**src/rtl/poly_pkg.sv**
```systemverilog
`default_nettype none
// ============================================================================
//  Package : poly_pkg
//  Brief   : Shared mode encodings, FSM state type and multiplier latency
//            constants for the Barrett multiplier sequencer.
//  Rev     : 1.0  initial release
// ============================================================================
package poly_pkg;

    // Multiplier latencies (enable -> result), in cycles
    localparam int MM_LAT = 4;   // plain modular multiply pipeline
    localparam int CP_LAT = 1;   // compress/decompress/decompose path

    // compress field encodings
    localparam logic [1:0] COMP_NONE   = 2'b00;
    localparam logic [1:0] COMP_ON     = 2'b01;
    localparam logic [1:0] COMP_DECOMP = 2'b11;

    // duv_mode field: selects the compression bit width
    localparam logic [1:0] DUV_DU10 = 2'b00;
    localparam logic [1:0] DUV_DU11 = 2'b01;
    localparam logic [1:0] DUV_DV4  = 2'b10;
    localparam logic [1:0] DUV_DV5  = 2'b11;

    typedef enum logic [1:0] {
        ST_IDLE  = 2'd0,
        ST_ISSUE = 2'd1,
        ST_DRAIN = 2'd2
    } seq_state_e;

    // Plain modmul uses the long pipeline; every other mode is single-cycle
    function automatic logic mode_is_plain(input logic [1:0] comp, input logic [1:0] dec);
        return (comp == COMP_NONE) && !dec[0];
    endfunction

endpackage
`default_nettype wire

```
**src/rtl/poly_mm_seq_dly.sv**
```systemverilog
`default_nettype none
// ============================================================================
//  Module  : poly_mm_seq_dly
//  Brief   : Shift register of {valid, index} pairs with one run-time
//            selectable tap and one fixed valid tap.
//  Rev     : 1.0  initial release
// ============================================================================
module poly_mm_seq_dly #(
    parameter int IDX_W   = 8,
    parameter int DEPTH   = 5,   // must be >= 2
    parameter int FIX_TAP = 1,   // 1..DEPTH, delay of fix_valid_o
    parameter int TAP_W   = 3
) (
    input  logic             clk_i,
    input  logic             rst_i,
    input  logic             in_valid_i,
    input  logic [IDX_W-1:0] in_idx_i,
    input  logic [TAP_W-1:0] tap_sel_i,    // delay in cycles, 1..DEPTH
    output logic             tap_valid_o,
    output logic [IDX_W-1:0] tap_idx_o,
    output logic             fix_valid_o
);

    logic [DEPTH-1:0] valid_q;
    logic [IDX_W-1:0] idx_q [DEPTH];

    // Stage k holds the entry issued k+1 cycles ago
    always_ff @(posedge clk_i or posedge rst_i) begin
        if (rst_i) begin
            valid_q <= '0;
            for (int k = 0; k < DEPTH; k++) idx_q[k] <= '0;
        end else begin
            valid_q  <= {valid_q[DEPTH-2:0], in_valid_i};
            idx_q[0] <= in_idx_i;
            for (int k = 1; k < DEPTH; k++) idx_q[k] <= idx_q[k-1];
        end
    end

    // Selectable tap; out-of-range selections read as empty
    always_comb begin
        tap_valid_o = 1'b0;
        tap_idx_o   = '0;
        for (int k = 0; k < DEPTH; k++) begin
            if (int'(tap_sel_i) == k + 1) begin
                tap_valid_o = valid_q[k];
                tap_idx_o   = idx_q[k];
            end
        end
    end

    assign fix_valid_o = valid_q[FIX_TAP-1];

endmodule
`default_nettype wire

```
**src/rtl/poly_mm_seq.sv**
```systemverilog
`default_nettype none
// ============================================================================
//  Module  : poly_mm_seq
//  Brief   : Sequencer streaming coefficient pairs from the A/B RAMs through
//            the pipelined Barrett multiplier into the destination RAM.
//  Rev     : 1.0  initial release
// ============================================================================
module poly_mm_seq #(
    parameter int DATA_W  = 24,
    parameter int ADDR_W  = 8,
    parameter int RAM_LAT = 1,
    parameter int MM_LAT  = poly_pkg::MM_LAT,
    parameter int CP_LAT  = poly_pkg::CP_LAT
) (
    input  logic              seq_clk,
    input  logic              seq_rst,
    input  logic              start,
    input  logic [ADDR_W-1:0] len,
    input  logic [ADDR_W-1:0] src_base,
    input  logic [ADDR_W-1:0] dst_base,
    input  logic [1:0]        cfg_duv,
    input  logic [1:0]        cfg_comp,
    input  logic [1:0]        cfg_dec,
    output logic              rd_en,
    output logic [ADDR_W-1:0] rd_addr,
    input  logic [DATA_W-1:0] rd_a_data,
    input  logic [DATA_W-1:0] rd_b_data,
    output logic              mm_enable,
    output logic [DATA_W-1:0] mm_a,
    output logic [DATA_W-1:0] mm_b,
    output logic [1:0]        mm_duv,
    output logic [1:0]        mm_comp,
    output logic [1:0]        mm_dec,
    input  logic              mm_valid,
    input  logic [DATA_W-1:0] mm_result,
    output logic              wr_en,
    output logic [ADDR_W-1:0] wr_addr,
    output logic [DATA_W-1:0] wr_data,
    output logic              busy,
    output logic              done,
    output logic              err
);
    import poly_pkg::*;

    localparam int c_DEPTH = RAM_LAT + MM_LAT;
    localparam int c_TAP_W = $clog2(c_DEPTH + 1);

    seq_state_e        state_q, state_d;
    logic [ADDR_W-1:0] len_q, len_d;
    logic [ADDR_W-1:0] src_q, src_d;
    logic [ADDR_W-1:0] dst_q, dst_d;
    logic [1:0]        duv_q, duv_d;
    logic [1:0]        comp_q, comp_d;
    logic [1:0]        dec_q, dec_d;
    logic [ADDR_W-1:0] rd_cnt_q, rd_cnt_d;
    logic [ADDR_W:0]   wr_cnt_q, wr_cnt_d;   // one extra bit: counts up to len+1
    logic              err_q, err_d;

    logic               w_plain;
    logic               w_accept;
    logic               w_done;
    logic               w_issue;
    logic [c_TAP_W-1:0] w_tap_sel;
    logic               w_tap_valid;
    logic [ADDR_W-1:0]  w_tap_idx;
    logic               w_en_dly;

    assign w_plain   = mode_is_plain(comp_q, dec_q);
    assign w_issue   = (state_q == ST_ISSUE);
    assign w_done    = (state_q == ST_DRAIN) && (wr_cnt_q == ({1'b0, len_q} + (ADDR_W+1)'(1)));
    assign w_tap_sel = w_plain ? c_TAP_W'(RAM_LAT + MM_LAT) : c_TAP_W'(RAM_LAT + CP_LAT);

    // In-flight tracker: mm_enable comes off the RAM-latency tap, writes off the mode tap
    poly_mm_seq_dly #(
        .IDX_W   (ADDR_W),
        .DEPTH   (c_DEPTH),
        .FIX_TAP (RAM_LAT),
        .TAP_W   (c_TAP_W)
    ) u_dly (
        .clk_i       (seq_clk),
        .rst_i       (seq_rst),
        .in_valid_i  (w_issue),
        .in_idx_i    (rd_cnt_q),
        .tap_sel_i   (w_tap_sel),
        .tap_valid_o (w_tap_valid),
        .tap_idx_o   (w_tap_idx),
        .fix_valid_o (w_en_dly)
    );

    // State and run-context registers
    always_ff @(posedge seq_clk or posedge seq_rst) begin
        if (seq_rst) begin
            state_q  <= ST_IDLE;
            len_q    <= '0;
            src_q    <= '0;
            dst_q    <= '0;
            duv_q    <= '0;
            comp_q   <= '0;
            dec_q    <= '0;
            rd_cnt_q <= '0;
            wr_cnt_q <= '0;
            err_q    <= 1'b0;
        end else begin
            state_q  <= state_d;
            len_q    <= len_d;
            src_q    <= src_d;
            dst_q    <= dst_d;
            duv_q    <= duv_d;
            comp_q   <= comp_d;
            dec_q    <= dec_d;
            rd_cnt_q <= rd_cnt_d;
            wr_cnt_q <= wr_cnt_d;
            err_q    <= err_d;
        end
    end

    // Next-state: IDLE -> ISSUE -> DRAIN -> IDLE, counters and sticky error
    always_comb begin
        state_d  = state_q;
        len_d    = len_q;
        src_d    = src_q;
        dst_d    = dst_q;
        duv_d    = duv_q;
        comp_d   = comp_q;
        dec_d    = dec_q;
        rd_cnt_d = rd_cnt_q;
        wr_cnt_d = wr_cnt_q;
        err_d    = err_q;
        w_accept = 1'b0;

        if (w_issue)     rd_cnt_d = rd_cnt_q + ADDR_W'(1);
        if (w_tap_valid) wr_cnt_d = wr_cnt_q + (ADDR_W+1)'(1);
        // Only the plain pipeline has a trustworthy valid to cross-check
        if (w_plain && (mm_valid != w_tap_valid)) err_d = 1'b1;

        case (state_q)
            ST_IDLE: begin
                if (start) w_accept = 1'b1;
            end
            ST_ISSUE: begin
                if (rd_cnt_q == len_q) state_d = ST_DRAIN;
            end
            ST_DRAIN: begin
                if (w_done) begin
                    state_d  = ST_IDLE;
                    w_accept = start;   // back-to-back start on the done cycle
                end
            end
            default: state_d = ST_IDLE;
        endcase

        if (w_accept) begin
            state_d  = ST_ISSUE;
            len_d    = len;
            src_d    = src_base;
            dst_d    = dst_base;
            duv_d    = cfg_duv;
            comp_d   = cfg_comp;
            dec_d    = cfg_dec;
            rd_cnt_d = '0;
            wr_cnt_d = '0;
            err_d    = 1'b0;
        end
    end

    // Outputs are gated by their strobes so everything reads 0 outside activity
    assign rd_en     = w_issue;
    assign rd_addr   = w_issue ? (src_q + rd_cnt_q) : '0;
    assign mm_enable = w_en_dly;
    assign mm_a      = w_en_dly ? rd_a_data : '0;
    assign mm_b      = w_en_dly ? rd_b_data : '0;
    assign mm_duv    = duv_q;
    assign mm_comp   = comp_q;
    assign mm_dec    = dec_q;
    assign wr_en     = w_tap_valid;
    assign wr_addr   = w_tap_valid ? (dst_q + w_tap_idx) : '0;
    assign wr_data   = w_tap_valid ? mm_result : '0;
    assign busy      = (state_q != ST_IDLE) && !w_done;
    assign done      = w_done;
    assign err       = err_q;

endmodule
`default_nettype wire

```
**config.mk**
```make
export PLATFORM = sky130hd
export DESIGN_NAME = poly_mm_seq
export DESIGN_NICKNAME = d
export VERILOG_FILES = /design/src/rtl/poly_pkg.sv /design/src/rtl/poly_mm_seq_dly.sv /design/src/rtl/poly_mm_seq.sv
export SDC_FILE = /design/constraint.sdc
export NUM_CORES = 1
export LEC_CHECK = 0
export ABC_CLOCK_PERIOD_IN_PS = 4200
export CAP_MARGIN = 20
export CORE_ASPECT_RATIO = 0.75
export CORE_MARGIN = 10
export CORE_UTILIZATION = 43
export CTS_CLUSTER_DIAMETER = 30
export DETAILED_ROUTE_END_ITERATION = 8
export PLACE_DENSITY_LB_ADDON = 0.1
export SYNTH_ARGS = -nofsm -noshare
export SYNTH_HDL_FRONTEND = slang
export SYNTH_SLANG_ARGS = --single-unit
```
**constraint.sdc**
```tcl
create_clock -name seq_clk -period 4.2 [get_ports seq_clk]
set_input_delay 0.84 -clock seq_clk [delete_from_list [all_inputs] [get_ports seq_clk]]
set_output_delay 0.84 -clock seq_clk [all_outputs]
set_load 0.01 [all_outputs]
```
==> results.ini <==
[floorplanning]
die-height_um = 121
core.rowCount = 36
die_w_um = 155
io_pins = 206
coreArea_um2 = 13200
initial_core_util_pct = 44.4
fp.dieArea_um2 = 18700

[setup_path]
rr_endpoint = rd_cnt_q[6]
r2r-start = len_q[0]
rr_worst_depth = 8
cp_top_family = simple AND/OR/NAND/NOR gates
worst-path-buf-inv = 2
arrival_ns = 3.13
r2r_setup_slack_ns = 1.23
cp_cell_sequence = nor3_4 -> buf_6 -> mux2_2 -> ha_1 -> a21oi_2 -> o21ai_2 -> a2111oi_2 -> or4_1 -> a21oi_1 -> dlygate4sd2_1
slowest_delay_ns = 0.52
crit_path_start_kind = flip-flop
required_ns = 3.36
endpoint_kind = primary output
crit_fanout = 8
crit_type = reg -> out
cp_slowest_cell = or4_1

[detailed_routing]
drt_iter0_markers = 302
ant_nets = 0
routed_via_density = 5.52
dr_total_vias = 5359
drc = 0
wire_per_inst_um = 20.0
totalWireLength_um = 19500
drt-pass1-iter-count = 5

[global_routing]
grt_pass1_wl_um = 30700
grt_max_degree = 62
grt_antenna_before_repair = 2
track_usage_pct = 20.5
overflow = 0
grt_pass1_vias = 5561

[cts]
htreeDepth = 3
path_clk_slew_ns = 0.07
cts_tree = yes
clock-sinks = 95
numCtsBuffers = 9
insertion_delay_ns = 0.35
cts-root-buf = clkbuf_16
clk_path_buf_depth = 2
cts_setup_buffers = 0

[synthesis]
synth_top_area_share_pct = 40.7
synth_area_per_cell_um2 = 9.52
synth-seq-area-share_pct = 40.7
synthCells = 613
netlist_top_cells_area = dfrtp_1 41%, and2_1 11%, nand2_1 4.5%
synth.distinct_cells = 57
synth_edf_count = 0
yosys_warnings = 0
synth_top_area_cell = dfrtp_1
netlist_area_um2 = 5840
synth_fp_nets = 738
synth_ff_type = dfrtp_1
synth_commonest_cells = 105 x and2_1, 95 x dfrtp_1, 70 x nand2_1, 37 x clkbuf_1, 32 x nor3b_1
ys_ff_latch = 95
synth-async-reset-ratio_pct = 100
synthMostInstantiatedCell = and2_1

[worst_hold_path]
whs_path_depth = 0
holdPathEnd = u_dly.idx_q[2]
hold_path.class = reg -> reg
hp-start = u_dly.idx_q[10]

[timing]
hold_viol_final = 0
layout_min_cycle_time_ns = 3.97
setup_viol = 0
worst_pin_slew_ns = 0.904
finalSetupTns_ns = 0
rsz0062_at_grt = no
skew_ns = 0.00756
relSlewSlack_pct = 39.5
period_share_pct = 94.5
max_freq_mhz = 252
maxSlewViolCount = 0

[run_status]
status = finished, final reports clean

[place]
portBuffers = 205
hpwlAfterDp_um = 14900
finalWeightedCongestion = 0.890

[layout]
multi_input_area_um2 = 3230
final_nets = 918
nFillCells = 1069
final_layout_size_suffix_gt1_share_pct = 7.39
areaGrowthSynthToFinish_pct = 43.1
seq_area_um2 = 2380

[power_and_ir_drop]
p_total_mw = 6.09
leakagePower_nw = 3.34
ir_drop_v = 0.000369
power_density_nw_per_um2 = 729

[job]
drv_cap = 0

[report_power, final]
part           total (mW)  switching [mW]  internal (mW)  leakage (nW)
sequential           1.71           0.423           1.29          1.18
clock               0.840           0.359          0.482         0.151
combinational        3.54            1.69           1.84          2.01
total                6.09            2.47           3.62          3.34
[cells by family (layout without fill, tap and decap cells)]
family                     count (synthesis)  after routing  share of synthesized area [%]
and+or+nand+nor                          290            290                           28.8
AOI/OAI and AO/OA                         98             98                           13.8
DFF                                       95             95                           40.7
buffers and inverters                     59            244                           4.16
xor gates and xnor gates                  41             41                           6.15
adders and majority gates                 19             19                           4.33
muxes                                     11             11                           2.04
other                                      0              2                              0
[stage by stage]
stage / util [%] / setup WS, ns / cell area [µm²] / cells / hold WS [ns]
2_1_floorplan: - / 0.573 / 5840 / 613 / 0.331
3_3_place_gp: 60.8 / 0.134 / 8000 / 952 / 0.332
5_1_grt: 63.5 / 0.00919 / 8350 / 971 / 0.356
4_1_cts: 63.2 / 0.142 / 8320 / 968 / 0.350
3_5_place_dp: 60.8 / 0.114 / 8000 / 952 / 0.335
6_report: 63.5 / 0.230 / 8350 / 971 / 0.347
[per-layer routing]
layer	global-route usage, %	vias to the layer above	wire length, µm
met4	5.12	0	251
met5	0	-	0
met2	34.1	204	9380
li1	-	2527	-
met1	23.7	2612	7830
met3	9.03	16	2000
[final cells by class]
type | instances | share of cell area [%]
multi-input combinational | 459 | 38.7
sequential | 95 | 28.5
timing repair buffer | 216 | 26.0
clock buffer | 10 | 2.86
tap | 171 | 2.56
clock inverter | 6 | 0.809
inverter | 12 | 0.554
antenna | 2 | 0.0599
[worst max path at each step]
stage	startpoint	cells after the start	end	slack, ns
finish	mm_comp[1]	10	wr_addr[7]	0.23
detailed placement	mm_comp[1]	10	wr_addr[7]	0.11
global placement	mm_comp[1]	10	wr_addr[7]	0.13
floorplan	mm_comp[1]	9	wr_addr[7]	0.57
CTS	mm_dec[0]	11	wr_addr[6]	0.14
global route	mm_comp[0]	10	wr_addr[7]	0.009
[cells in the final DEF, fill, tap and decap left out, types with 3 or more instances in the layout]
cell type and n:
xnor2_1 16, a21o_1 5, nand3_1 8, nor3b_1 32
clkinv_2 3, clkbuf_16 9, a21oi_1 9, nor3_1 14
dfrtp_1 94, xor2_1 25, nor2_1 23, nand2b_1 3
nor3_2 10, a221oi_1 28, clkdlybuf4s50_1 203, ha_1 17
nand2_1 70, and2_1 105, mux2i_1 4, nand4_1 4
inv_1 9, buf_4 8, mux2_2 7, nor4_1 4
o311ai_0 29
[state kept, by name, indices dropped and copies added (netlist names)]
name           flops
wr_cnt_q           9
state_q            2
u_dly.idx_q       40
rd_cnt_q           8
src_q              8
mm_comp            2
dst_q              8
u_dly.valid_q      5
len_q              8
err                1
mm_dec             2
mm_duv             2
[timing repair]
item / CTS / global route
pin swaps: 1 / 1
hold endpoints to repair: 0 / 0
gates cloned: 0 / 0
setup endpoints to repair: 2 / 3
hold buffers: 0 / 0
resized for setup: 8 / 2
Power figures use the tool's default switching activity.
